File: src/rtl/mem_lsu_pkg_ysyx_23060136.sv
`default_nettype none
// ============================================================================
// Module  : mem_lsu_pkg_ysyx_23060136
// Brief   : Shared types and constants for the MEM-stage load/store unit.
// Revision: 1.0 - initial release
// ============================================================================
package mem_lsu_pkg_ysyx_23060136;

    typedef enum logic [2:0] {
        ST_IDLE = 3'd0,
        ST_AR   = 3'd1,
        ST_R    = 3'd2,
        ST_AWW  = 3'd3,
        ST_B    = 3'd4,
        ST_DONE = 3'd5
    } lsu_state_t;

    typedef enum logic [1:0] {
        SZ_B = 2'd0,
        SZ_H = 2'd1,
        SZ_W = 2'd2
    } lsu_size_t;

    localparam logic [1:0] RESP_OKAY = 2'b00;

    // Flags are one-hot; an access with no size flag set is a word access.
    function automatic lsu_size_t size_from_flags(
        input logic is_byte,
        input logic is_half,
        input logic is_word,
        input logic is_byte_u,
        input logic is_half_u
    );
        if (is_word)
            return SZ_W;
        else if (is_half || is_half_u)
            return SZ_H;
        else if (is_byte || is_byte_u)
            return SZ_B;
        else
            return SZ_W;
    endfunction

endpackage
`default_nettype wire

File: src/rtl/mem_lsu_align_ysyx_23060136.sv
`default_nettype none
// ============================================================================
// Module  : mem_lsu_align_ysyx_23060136
// Brief   : Store lane placement, load extraction/extension, misalign check.
// Revision: 1.0 - initial release
// ============================================================================
module mem_lsu_align_ysyx_23060136
    import mem_lsu_pkg_ysyx_23060136::*;
(
    input  logic [1:0]  i_offset,
    input  lsu_size_t   i_size,
    input  logic        i_unsigned,
    input  logic [31:0] i_store_data,
    input  logic [31:0] i_bus_rdata,
    output logic [3:0]  o_wstrb,
    output logic [31:0] o_wdata,
    output logic [31:0] o_load_data,
    output logic        o_misaligned
);

    logic [31:0] w_shifted;

    always_comb begin
        w_shifted    = i_bus_rdata >> {i_offset, 3'b000};
        o_wstrb      = 4'hF;
        o_wdata      = i_store_data;
        o_load_data  = w_shifted;
        o_misaligned = 1'b0;
        case (i_size)
            SZ_B: begin
                o_wstrb     = 4'b0001 << i_offset;
                o_wdata     = {4{i_store_data[7:0]}};
                o_load_data = i_unsigned ? {24'd0, w_shifted[7:0]}
                                         : {{24{w_shifted[7]}}, w_shifted[7:0]};
            end
            SZ_H: begin
                o_misaligned = i_offset[0];
                o_wstrb      = 4'b0011 << i_offset;
                o_wdata      = {2{i_store_data[15:0]}};
                o_load_data  = i_unsigned ? {16'd0, w_shifted[15:0]}
                                          : {{16{w_shifted[15]}}, w_shifted[15:0]};
            end
            default: begin
                o_misaligned = |i_offset;
            end
        endcase
    end

endmodule
`default_nettype wire

File: src/rtl/mem_lsu_ysyx_23060136.sv
`default_nettype none
// ============================================================================
// Module  : mem_lsu_ysyx_23060136
// Brief   : MEM-stage load/store unit bridging EX/MEM to an AXI4-Lite master.
// Revision: 1.0 - initial release
// ============================================================================
module mem_lsu_ysyx_23060136
    import mem_lsu_pkg_ysyx_23060136::*;
#(
    parameter int ADDR_W = 32,
    parameter int DATA_W = 32
) (
    input  logic              clk,
    input  logic              rst,
    input  logic              MEM_i_valid,
    output logic              MEM_o_ready,
    input  logic [ADDR_W-1:0] MEM_i_addr,
    input  logic [DATA_W-1:0] MEM_i_wdata,
    input  logic              MEM_i_write_mem,
    input  logic              MEM_i_mem_to_reg,
    input  logic              MEM_i_mem_byte,
    input  logic              MEM_i_mem_half,
    input  logic              MEM_i_mem_word,
    input  logic              MEM_i_mem_byte_u,
    input  logic              MEM_i_mem_half_u,
    output logic              MEM_o_valid,
    input  logic              MEM_i_ready,
    output logic [DATA_W-1:0] MEM_o_rdata,
    output logic              MEM_o_fault,
    output logic [ADDR_W-1:0] M_araddr,
    output logic              M_arvalid,
    input  logic              M_arready,
    input  logic [DATA_W-1:0] M_rdata,
    input  logic [1:0]        M_rresp,
    input  logic              M_rvalid,
    output logic              M_rready,
    output logic [ADDR_W-1:0] M_awaddr,
    output logic              M_awvalid,
    input  logic              M_awready,
    output logic [DATA_W-1:0] M_wdata,
    output logic [3:0]        M_wstrb,
    output logic              M_wvalid,
    input  logic              M_wready,
    input  logic [1:0]        M_bresp,
    input  logic              M_bvalid,
    output logic              M_bready
);

    lsu_state_t        r_state, w_next;
    logic [ADDR_W-1:0] r_addr;
    logic [DATA_W-1:0] r_wdata, r_rdata;
    lsu_size_t         r_size;
    logic              r_unsigned, r_fault, r_aw_done, r_w_done;

    logic              w_is_mem, w_accept, w_misalign;
    lsu_size_t         w_in_size, w_size;
    logic [1:0]        w_offset;
    logic [3:0]        w_wstrb;
    logic [31:0]       w_wdata, w_load;

    assign w_is_mem  = MEM_i_write_mem | MEM_i_mem_to_reg;
    assign w_accept  = (r_state == ST_IDLE) && MEM_i_valid && w_is_mem;
    assign w_in_size = size_from_flags(MEM_i_mem_byte, MEM_i_mem_half, MEM_i_mem_word,
                                       MEM_i_mem_byte_u, MEM_i_mem_half_u);

    // In IDLE the aligner checks the incoming request; afterwards it works on the captured one.
    assign w_offset = (r_state == ST_IDLE) ? MEM_i_addr[1:0] : r_addr[1:0];
    assign w_size   = (r_state == ST_IDLE) ? w_in_size : r_size;

    mem_lsu_align_ysyx_23060136 u_align (
        .i_offset     (w_offset),
        .i_size       (w_size),
        .i_unsigned   (r_unsigned),
        .i_store_data (r_wdata),
        .i_bus_rdata  (M_rdata),
        .o_wstrb      (w_wstrb),
        .o_wdata      (w_wdata),
        .o_load_data  (w_load),
        .o_misaligned (w_misalign)
    );

    assign M_araddr  = {r_addr[ADDR_W-1:2], 2'b00};
    assign M_arvalid = (r_state == ST_AR);
    assign M_rready  = (r_state == ST_R);
    assign M_awaddr  = {r_addr[ADDR_W-1:2], 2'b00};
    assign M_awvalid = (r_state == ST_AWW) && !r_aw_done;
    assign M_wvalid  = (r_state == ST_AWW) && !r_w_done;
    assign M_wdata   = w_wdata;
    assign M_wstrb   = w_wstrb;
    assign M_bready  = (r_state == ST_B);

    always_ff @(posedge clk) begin
        if (rst)
            r_state <= ST_IDLE;
        else
            r_state <= w_next;
    end

    always_comb begin
        w_next      = r_state;
        MEM_o_ready = 1'b0;
        MEM_o_valid = 1'b0;
        MEM_o_rdata = '0;
        MEM_o_fault = 1'b0;
        case (r_state)
            ST_IDLE: begin
                if (w_is_mem) begin
                    MEM_o_ready = 1'b1;
                    if (MEM_i_valid)
                        w_next = w_misalign      ? ST_DONE :
                                 MEM_i_write_mem ? ST_AWW  : ST_AR;
                end else begin
                    MEM_o_valid = MEM_i_valid;
                    MEM_o_ready = MEM_i_ready;
                end
            end
            ST_AR:   if (M_arready) w_next = ST_R;
            ST_R:    if (M_rvalid)  w_next = ST_DONE;
            ST_AWW:  if ((r_aw_done || M_awready) && (r_w_done || M_wready)) w_next = ST_B;
            ST_B:    if (M_bvalid)  w_next = ST_DONE;
            ST_DONE: begin
                MEM_o_valid = 1'b1;
                MEM_o_rdata = r_rdata;
                MEM_o_fault = r_fault;
                if (MEM_i_ready) w_next = ST_IDLE;
            end
            default: w_next = ST_IDLE;
        endcase
    end

    always_ff @(posedge clk) begin
        if (rst) begin
            r_addr     <= '0;
            r_wdata    <= '0;
            r_rdata    <= '0;
            r_size     <= SZ_W;
            r_unsigned <= 1'b0;
            r_fault    <= 1'b0;
            r_aw_done  <= 1'b0;
            r_w_done   <= 1'b0;
        end else begin
            case (r_state)
                ST_IDLE: begin
                    if (w_accept) begin
                        r_addr     <= MEM_i_addr;
                        r_wdata    <= MEM_i_wdata;
                        r_size     <= w_in_size;
                        r_unsigned <= MEM_i_mem_byte_u | MEM_i_mem_half_u;
                        r_rdata    <= '0;
                        r_fault    <= w_misalign;
                        r_aw_done  <= 1'b0;
                        r_w_done   <= 1'b0;
                    end
                end
                ST_R: begin
                    if (M_rvalid) begin
                        r_rdata <= w_load;
                        r_fault <= (M_rresp != RESP_OKAY);
                    end
                end
                ST_AWW: begin
                    if (M_awvalid && M_awready) r_aw_done <= 1'b1;
                    if (M_wvalid && M_wready)   r_w_done  <= 1'b1;
                end
                ST_B: begin
                    if (M_bvalid) r_fault <= (M_bresp != RESP_OKAY);
                end
                default: ;
            endcase
        end
    end

endmodule
`default_nettype wire
File: config.mk
export PLATFORM = sky130hd
export DESIGN_NAME = mem_lsu_ysyx_23060136
export DESIGN_NICKNAME = d
export VERILOG_FILES = /design/src/rtl/mem_lsu_pkg_ysyx_23060136.sv /design/src/rtl/mem_lsu_align_ysyx_23060136.sv /design/src/rtl/mem_lsu_ysyx_23060136.sv
export SDC_FILE = /design/constraint.sdc
export NUM_CORES = 1
export LEC_CHECK = 0
export CORE_UTILIZATION = 40
export DETAILED_ROUTE_END_ITERATION = 10
export GPL_ROUTABILITY_DRIVEN = 0
export PLACE_DENSITY = 0.74
export SYNTH_ARGS = -nofsm -noshare
export SYNTH_HDL_FRONTEND = slang
export SYNTH_SLANG_ARGS = --single-unit
File: constraint.sdc
create_clock -name clk -period 2.59 [get_ports clk]
set_input_delay 0.3885 -clock clk [delete_from_list [all_inputs] [get_ports clk]]
set_output_delay 0.3885 -clock clk [all_outputs]
set_load 0.05 [all_outputs]
==> flow_summary.ini <==
[final_layout]
design_area_mm2 = 0.009064
area_growth_pct = 53.96
diodes = 0
nets = 1022
layout-drive-gt1-share = 0.1745
final_util = 0.6430
layoutNonFillerInstCount = 1091

[die]
start_util = 0.4176
io_pins = 256
core_area_mm2 = 0.01410
die_h_um = 123.3
row_count = 43
die-area_mm2 = 0.01521
die_width_um = 123.3

[synth]
netlist_area_mm2 = 0.005887
synth_edf_count = 0
netlist.area_leader.share = 0.3571
synth_compound_area_frac = 0.2000
synth-async-reset-ratio = 0
synth_common_cells = 182 x nand2_1, 105 x dfxtp_1, 76 x a21oi_1, 74 x buf_4, 34 x and3_1
synthMuxAreaShare = 0.08799
synth_area_leaders = dfxtp_1 36%, nand2_1 12%, buf_4 9.4%
postSynthCellCount = 737
yosysTopAreaCell = dfxtp_1
avgSynthCellArea_um2 = 7.988
synthSimpleGateAreaFrac = 0.2123
yosysWarnings = 0
ys_seq_area_frac = 0.3571
synth.most_common_cell = nand2_1
synthFlopType = dfxtp_1
synthAdderAreaFrac = 0
synth-xor-area-share = 0
synth_cell_types = 66
synth_top_family_by_area = simple AND/OR/NAND/NOR gates
ys_seq_elements = 105

[clocking]
worstSkewPairLatency_ns = 0.36
numCtsBuffers = 9
clock-sinks = 105
htree_levels = 3
clockRootBuffer = clkbuf_16
cts_hold_buf = 0
clk_pin_slew_ns = 0.07
cts_tree = yes
clockBufferDepth = 2

[place]
pre_cts_slack_ns = 0.03603
dpl_cell_area_mm2 = 0.008681
io_buffers = 251
place_inst = 1073
dp_hpwl_um = 13410

[critical_path]
crit_path_top_delay_cell = clkdlybuf4s50_1
cp.buffers_inverters = 3
slowest_delay_ns = 0.45
crit_family = buffers and inverters
path_max_fanout = 8
end_kind = output pin
crit_chain = clkdlybuf4s50_1 -> or2_2 -> a32oi_4 -> buf_12 -> mux2_1 -> buf_4
worstPathRequired_ns = 2.20
path_class = in -> out
critPathArrivalTime_ns = 2.14
critPathLaunchType = input pin

[global_routing]
grt_max_degree = 95
grt_pass1_vias = 5281
grt.overflow.total = 0
grt_pass1_wl_um = 27980
track_usage = 0.2419
antenna_found_initial = 0

[drt]
detail_route.drc_violations = 0
wire_per_inst_um = 17.04
drtAntennaViolNets = 0
dr.pass1.iters = 4
drt_wl_total_um = 18590
viasPerCell = 5.224
drtIter0Drc = 410
vias = 5699

[sta]
setup_tns_ns = 0
clock.fmax_ghz = 0.3959
maxSlewViolCount = 0
timing.final.crit_share = 0.9751
fin_skew_ns = 0.008757
hold_viol = 0
worst_pin_slew_ns = 0.7203
slew_headroom = 0.5188
fin_crit_ns = 2.526
setup_violations = 0
rsz0062_at_grt = false
timing.final.ws_setup_ns = 0.06437

[run_status]
status = finished clean

[power]
ir_drop_uv = 620.8
power-per-cell-area_mw_per_mm2 = 943.7
power_leakage_nw = 3.636

[hold_path]
hold_path.class = in -> reg

[run]
maxCapViolations = 0
==> layer usage <==
layer  global-route usage  vias to the layer above  share of wire
met5                    0                        -              0
met4               0.1130                        0          0.030
met3              0.05443                       30          0.067
met2               0.3890                      197           0.47
met1               0.3065                     2657           0.43
li1                     -                     2815              -
==> through the flow <==
stage / hold slack (ns) / total power [mW]
after floorplan: 0.4342 / 5.500
after global placement: 0.4392 / 6.974
after detailed placement: 0.4486 / 7.010
after CTS: 0.2923 / 8.576
after global routing: 0.3172 / 8.970
final: 0.3062 / 8.553
==> path summary, 6_finish.rpt <==
| check | startpoint | end | slack, ns | depth (start not counted) |
|---|---|---|---|---|
| setup / recovery | MEM_i_mem_byte_u | M_wdata[14] | 0.06 | 6 |
| hold / removal | rst | r_rdata[21] | 0.31 | 2 |
| setup reg to reg | r_state[2] | r_rdata[6] | 0.40 | 7 |
| hold reg to reg | r_wdata[21] | r_wdata[21] | 0.46 | 2 |
==> logic make-up after synthesis <==
group / after synthesis
DFF: 105
and+or+nand+nor: 278
other: 1
AOI/OAI and AO/OA: 177
buffers and inverters: 130
muxes: 46
==> cell type report <==
type	count	area [um^2]
fill	1203	5032
timing repair buffer	283	3368
multi-input combinational	505	3032
sequential	105	2105
clock buffer	9	225.2
tap	180	225.2
clock inverter	7	101.3
inverter	2	7.507
==> repair_timing <==
| item | CTS | global route |
|---|---|---|
| resized for setup | 1 | 6 |
| endpoints found under the setup margin | 12 | 25 |
| buffers inserted | 1 | 1 |
| pin swaps | 1 | 2 |
==> power breakdown <==
group | internal (mW) | switching (mW)
registers | 1.87 | 0.217
clock network | 0.857 | 0.663
logic | 1.92 | 3.03
total | 4.64 | 3.91
==> layout by cell type (no fill, tap or decap), types with 3 or more instances in the layout <==
master | netlist | final
mux2_1 | 7 | 7
dfxtp_1 | 105 | 103
o21ai_2 | 10 | 18
a21oi_1 | 76 | 76
nor3_1 | 5 | 5
o21ai_1 | 15 | 8
a211oi_1 | 7 | 7
conb_1 | 1 | 4
nor2_1 | 22 | 20
a32o_1 | 9 | 9
and3_1 | 34 | 34
and2_1 | 4 | 4
buf_4 | 74 | 38
a21boi_1 | 7 | 7
buf_12 | 0 | 63
nor4_1 | 4 | 3
a22oi_1 | 8 | 8
a2bb2oi_1 | 14 | 14
nand2_1 | 182 | 182
a32oi_1 | 3 | 3
o21ai_0 | 6 | 5
nor2b_1 | 6 | 6
nand3_1 | 3 | 3
clkdlybuf4s50_1 | 0 | 182
clkbuf_16 | 0 | 9
mux2i_1 | 32 | 32
==> flip-flops by register name (all words and copies together) (netlist names) <==
signal,cells
r_w_done,1
r_addr,32
r_rdata,32
r_wdata,32
r_aw_done,1
r_size,2
r_fault,1
r_state,3
r_unsigned,1
No activity file was read; power rests on OpenSTA's default activity.
